**config.mk**
```make
export PLATFORM = sky130hd
export DESIGN_NAME = pre_fetch_stage_wide
export DESIGN_NICKNAME = d
export VERILOG_FILES = /design/src/rtl/pre_fetch_stage_wide.sv
export SDC_FILE = /design/constraint.sdc
export NUM_CORES = 1
export LEC_CHECK = 0
export ABC_AREA = 0
export CAP_MARGIN = 30
export CORE_MARGIN = 2
export CORE_UTILIZATION = 40
export CTS_CLUSTER_DIAMETER = 30
export DETAILED_ROUTE_END_ITERATION = 7
export PLACE_DENSITY = 0.82
export SLEW_MARGIN = 20
export SYNTH_ARGS = -nofsm -noshare
export SYNTH_HDL_FRONTEND = slang
export SYNTH_SLANG_ARGS = --single-unit
```
**constraint.sdc**
```tcl
create_clock -name clk -period 3.3 [get_ports clk]
set_input_delay 0.66 -clock clk [delete_from_list [all_inputs] [get_ports clk]]
set_output_delay 0.66 -clock clk [all_outputs]
set_load 0.02 [all_outputs]
```
**src/rtl/pre_fetch_stage_wide.sv**
```systemverilog
// Pre-fetch stage: picks the next fetch-block address (sequential, branch target, correction, flush) and issues ICache requests.
// Latency: block handed to fetch combinationally in the cycle the ICache accepts it (or a misaligned PC is forwarded).
// Backpressure: holds next_pc/icache_addr stable while fs_allowin or icache_addr_ok is low; flush suppresses the handoff.
module pre_fetch_stage_wide #(
   parameter int          FETCH_WIDTH = 2,
   parameter logic [31:0] RESET_PC    = 32'hbfc0_0000
) (
   input  logic                   clk,
   input  logic                   reset,
   input  logic                   flush,
   input  logic [31:0]            flush_pc,
   input  logic                   fs_allowin,
   output logic                   pfs_to_valid,
   input  logic                   bp_valid,
   input  logic                   bp_taken,
   input  logic [31:0]            bp_target,
   input  logic                   bp_delay_fetched,
   input  logic                   corr_valid,
   input  logic [31:0]            corr_target,
   output logic                   icache_req,
   output logic [31:0]            icache_addr,
   input  logic                   icache_addr_ok,
   output logic [31:0]            inst_vaddr,
   output logic [31:0]            out_pc,
   output logic [FETCH_WIDTH-1:0] out_slot_valid,
   output logic                   out_adel,
   output logic [31:0]            out_badvaddr
);

   localparam int          BLK       = 4 * FETCH_WIDTH;
   localparam int          OFF       = $clog2(BLK);
   localparam logic [31:0] BLK_BYTES = 32'(BLK);
   localparam logic [31:0] BLK_MASK  = ~(BLK_BYTES - 32'd1);

   // SEQ: sequential fetch; DELAY: fetching the delay slot before jumping;
   // TARGET: next block is the predicted target; CORR: next block is the BPU correction.
   typedef enum logic [1:0] {
      ST_SEQ    = 2'd0,
      ST_DELAY  = 2'd1,
      ST_TARGET = 2'd2,
      ST_CORR   = 2'd3
   } state_t;

   state_t      state, state_nxt;
   logic        pfs_valid;
   logic [31:0] seq_pc, seq_pc_nxt;
   logic [31:0] br_tgt, br_tgt_nxt;
   logic [31:0] corr_tgt, corr_tgt_nxt;
   logic [31:0] next_pc;
   logic [31:0] blk_addr;
   logic        misalign;
   logic        adv;

   // Select the PC of the block to fetch next from the current state.
   always_comb begin
      next_pc = seq_pc;
      case (state)
         ST_TARGET: next_pc = br_tgt;
         ST_CORR:   next_pc = corr_tgt;
         default:   next_pc = seq_pc;
      endcase
   end

   assign blk_addr = next_pc & BLK_MASK;
   assign misalign = pfs_valid && (next_pc[1:0] != 2'b00);

   // A misaligned PC never goes to the ICache; it is forwarded directly as an AdEL block.
   assign icache_req = pfs_valid && fs_allowin && !flush && !misalign;
   assign adv        = (icache_req && icache_addr_ok) || (misalign && fs_allowin && !flush);

   // pfs_valid is cleared asynchronously, so gating with it forces zeros during reset.
   assign icache_addr  = pfs_valid ? blk_addr : 32'd0;
   assign inst_vaddr   = icache_addr;
   assign pfs_to_valid = adv;
   assign out_pc       = adv ? blk_addr : 32'd0;
   assign out_adel     = adv && misalign;
   assign out_badvaddr = adv ? next_pc : 32'd0;

   // Slots below the entry offset of a redirected PC are not part of the fetched stream.
   generate
      if (FETCH_WIDTH == 1) begin : g_single
         assign out_slot_valid = adv;
      end else begin : g_multi
         logic [OFF-3:0] first_slot;
         assign first_slot = next_pc[OFF-1:2];
         always_comb begin
            out_slot_valid = '0;
            for (int i = 0; i < FETCH_WIDTH; i++) begin
               out_slot_valid[i] = adv && (i >= int'(first_slot));
            end
         end
      end
   endgenerate

   // Next state and redirect registers: flush beats correction beats prediction.
   always_comb begin
      state_nxt    = state;
      seq_pc_nxt   = seq_pc;
      br_tgt_nxt   = br_tgt;
      corr_tgt_nxt = corr_tgt;
      if (flush) begin
         seq_pc_nxt = flush_pc;
         state_nxt  = ST_SEQ;
      end else begin
         if (adv) begin
            seq_pc_nxt = blk_addr + BLK_BYTES;
         end
         if (corr_valid) begin
            corr_tgt_nxt = corr_target;
            state_nxt    = ST_CORR;
         end else if (bp_valid && bp_taken && (state == ST_SEQ)) begin
            // Jump straight to the target only if the delay slot is already fetched.
            br_tgt_nxt = bp_target;
            state_nxt  = bp_delay_fetched ? ST_TARGET : ST_DELAY;
         end else if (adv) begin
            case (state)
               ST_DELAY:  state_nxt = ST_TARGET;
               ST_TARGET: state_nxt = ST_SEQ;
               ST_CORR:   state_nxt = ST_SEQ;
               default:   state_nxt = ST_SEQ;
            endcase
         end
      end
   end

   // State and PC registers; pfs_valid rises on the first edge after reset.
   always_ff @(posedge clk or posedge reset) begin
      if (reset) begin
         pfs_valid <= 1'b0;
         state     <= ST_SEQ;
         seq_pc    <= RESET_PC;
         br_tgt    <= 32'd0;
         corr_tgt  <= 32'd0;
      end else begin
         pfs_valid <= 1'b1;
         state     <= state_nxt;
         seq_pc    <= seq_pc_nxt;
         br_tgt    <= br_tgt_nxt;
         corr_tgt  <= corr_tgt_nxt;
      end
   end

endmodule

```
==> run_results.csv, run 1 <==
group,metric,value,unit
sta,final_period_minus_worst_setup_slack,3210,ps
drt,totalWireLength,17.7,mm
critical_path,cp_max_fo,15,
critical_path,cp.arrival,2550,ps
finish,layout_commonest_cell,"sky130_fd_sc_hd__clkdlybuf4s50_1",
critical_path,setup.worst_path.start_class,"register",
sta,setup_slack,92.7,ps
finish,final_cell_mix,"163 x sky130_fd_sc_hd__clkdlybuf4s50_1, 88 x sky130_fd_sc_hd__dfrtp_1, 79 x sky130_fd_sc_hd__mux2_2",
cts,postcts_setup_bufs,0,
critical_path,reg2reg_from,"state[0]",
floorplanning,die_area,16200,µm²
cts,clk_pin_slew,70,ps
sta,fmax,312,MHz
sta,finClkSkew,4.73,ps
drt,drc_errors,0,
logic_synthesis,synth_top_flop_cell,"sky130_fd_sc_hd__dfrtp_1",
min_path,min-delay-start,"br_tgt[14]",
cts,clock-sinks,99,
cts,cts-hold-fix-buffers,0,
placed_design,gp_congestion,0.805,
finish,nFillCells,1325,
floorplanning,chipHeight,127,µm
global_routing,antenna_found_initial,0,
drt,drtPass1Iterations,4,
cts,cts_root_buffer,"sky130_fd_sc_hd__clkbuf_16",
floorplanning,pin_count,238,
cts,cts_tree,"built",
finish,final_layout_size_suffix_gt1_frac,0.212,
run_status,status,"completed",
finish,syn2layout_area_growth,39.5,%
sta,layout_worst_path_cycle_share,0.972,
logic_synthesis,synth_area,6070,µm²
drt,routed_len_inst,18.5,µm
cts,clk_latency,350,ps
finish,n_antenna_cell,0,
logic_synthesis,ys_warn_count,0,
floorplanning,core,15000,µm²
finish,final_net_count,870,
logic_synthesis,synth_sequential_area_ratio,0.410,
critical_path,worstSetupStartpoint,"state[0]",
floorplanning,start_util,0.404,
sta,rsz0062_at_grt,"false",
logic_synthesis,async_flop_share,1.00,
power,vdd_drop_max,0.000246,V
logic_synthesis,yosys.cell_types.count,54,
placed_design,placed_cells_incl_taps,941,
sta,slew_of_the_pin_with_the_lowest_slew_margin,936,ps
logic_synthesis,post_synth_inst_count,590,
sta,setup_viol_count_final,0,
drt,route.vias.total,5044,
placed_design,buffer_ports.inserted,228,
sta,finalHoldViolations,0,
drt,route.antenna.remaining_nets,0,
drt,drtIter0Drc,217,
floorplanning,floorplan_row_count,45,
global_routing,grt_pass1_vias,5115,
global_routing,grt_start_max_net_pins,62,
critical_path,critical_path.endpoint_type,"output pin",
logic_synthesis,syn-mean-instance-area,10.3,µm²
critical_path,setup.worst_path.class,"reg2out",
critical_path,cp.required,2640,ps
global_routing,grt_overflow,0,
cts,cts-buffers-inserted,9,
power,pwr_density_cell,457,nW/µm²
floorplanning,dieWidth,127,µm
drt,viasPerCell,5.27,
placed_design,place_ws,-59.1,ps
flow_run,drv.max_cap_violation_count,0,
power,fin_total_pwr,0.00387,W
logic_synthesis,synth_edf_count,0,
cts,htree_levels,3,
sta,report.final.slew_viol_count,0,
cts,clock_path_buffers,2,
sta,relSlewSlack,0.376,
min_path,hold_class,"reg2reg",
logic_synthesis,synth-seq-cells,99,
global_routing,global_route.usage.total,0.222,
global_routing,grt_pass1_wl,27.8,mm
finish,layout.cells.non_filler,957,
power,leakage,3.72,nW
placed_design,hpwl_after_detailed_placement,13.1,mm
[cells by family after synthesis]
family / after synthesis / synth area share
AO/OA/AOI/OAI: 77 / 0.0816
other: 2 / 0.00124
flip-flops: 99 / 0.410
XOR/XNOR: 22 / 0.0330
multiplexers: 114 / 0.211
AND/OR/NAND/NOR: 165 / 0.141
adder cells (fa/ha/maj): 1 / 0.00206
buffers and inverters: 110 / 0.120
[path summary, 6_finish.rpt]
path | to | slack (ps) | cells after the start
min | br_tgt[14] | 510 | 1
max | icache_addr[13] | 90 | 5
min reg2reg | br_tgt[14] | 510 | 1
min in group asynchronous | corr_tgt[7] | 700 | 2
max reg2reg | seq_pc[23] | 320 | 10
max in group asynchronous | seq_pc[24] | 1840 | 3
[repair_timing]
action                     CTS  global route
hold endpoints to repair     0             0
setup endpoints to repair   70             7
gates resized for setup     66             5
pin swaps                    1             0
[flip-flops by register name, indices dropped and copies added (netlist names)]
register / flops
br_tgt: 32
seq_pc: 32
pfs_valid: 1
corr_tgt: 32
state: 2
[critical path, stage by stage, from the launching register on]
cell and delay [ps]:
sky130_fd_sc_hd__dfrtp_2 430, sky130_fd_sc_hd__buf_4 300, sky130_fd_sc_hd__mux2_2 390, sky130_fd_sc_hd__mux2i_2 380, sky130_fd_sc_hd__nor2b_1 120, sky130_fd_sc_hd__clkdlybuf4s50_1 560
[where the power goes]
| part | internal, W | total, W | switching (W) |
|---|---|---|---|
| clock | 0.000578 | 0.00106 | 0.000483 |
| combinational | 0.000641 | 0.00126 | 0.000617 |
| sequential | 0.00143 | 0.00155 | 0.000121 |
| total | 0.00265 | 0.00387 | 0.00122 |
[synth_stat cells, types with 4 or more instances]
cell,instances,area share
sky130_fd_sc_hd__nor2b_1,26,0.027
sky130_fd_sc_hd__buf_4,69,0.085
sky130_fd_sc_hd__buf_2,5,0.0041
sky130_fd_sc_hd__a21oi_1,8,0.0066
sky130_fd_sc_hd__a22oi_1,19,0.023
sky130_fd_sc_hd__dfrtp_1,90,0.37
sky130_fd_sc_hd__mux2_2,79,0.15
sky130_fd_sc_hd__inv_1,6,0.0037
sky130_fd_sc_hd__nor2_1,51,0.032
sky130_fd_sc_hd__xor2_1,8,0.012
sky130_fd_sc_hd__nand2_1,33,0.020
sky130_fd_sc_hd__xnor2_1,13,0.019
sky130_fd_sc_hd__o21ai_0,27,0.022
sky130_fd_sc_hd__mux2i_1,27,0.045
sky130_fd_sc_hd__nand3_1,13,0.011
sky130_fd_sc_hd__buf_1,8,0.0049
sky130_fd_sc_hd__mux2i_2,4,0.0091
sky130_fd_sc_hd__dfstp_2,9,0.039
sky130_fd_sc_hd__and2_1,7,0.0072
sky130_fd_sc_hd__and3_1,4,0.0041
sky130_fd_sc_hd__buf_6,7,0.013
sky130_fd_sc_hd__clkbuf_1,15,0.0093
sky130_fd_sc_hd__nor3_1,9,0.0074
sky130_fd_sc_hd__o21ai_1,4,0.0033
sky130_fd_sc_hd__o221ai_1,4,0.0058
[routing by layer]
metal  routed length, µm  vias up  part of all wire  GRT usage
met5                   0        -                 0          0
met4                 365        0             0.021     0.0769
met3                1130       20             0.064     0.0456
met2                8880      207              0.50      0.384
met1                7340     2490              0.41      0.277
li1                    -     2327                 -          -
[through the flow]
step / util / hold WS (ps) / cell area [µm²] / TNS (ps)
CTS: 0.562 / 508 / 8450 / 0
detailed placement: 0.547 / 492 / 8220 / -277
global route: 0.563 / 518 / 8470 / 0
floorplan: - / 467 / 6100 / 0
global placement: 0.547 / 483 / 8220 / -69.5
finish: 0.563 / 506 / 8470 / 0
[layout make-up]
| class | instances | area, µm² | share of cell area |
|---|---|---|---|
| multi-input combinational | 389 | 2940 | 0.347 |
| sequential | 99 | 2490 | 0.294 |
| timing repair buffer | 259 | 2480 | 0.293 |
| clock buffer | 12 | 267 | 0.0315 |
| tap | 188 | 235 | 0.0278 |
| clock inverter | 4 | 32.5 | 0.00384 |
| inverter | 6 | 25.0 | 0.00295 |
Note: power is estimated with default switching activity, not from simulation.
==> inputs of run 2 (changes only) <==
SLEW_MARGIN = not set   (was 20)
==> results of run 2 <==
No change in the layout: final DEF, timing and power equal those of run 1.
==> inputs of run 3 (changes only) <==
ABC_CLOCK_PERIOD_IN_PS = 3300   (was not set)
SLEW_MARGIN = 15   (was not set)
==> results of run 3 <==
No change in the layout: final DEF, timing and power equal those of run 1.
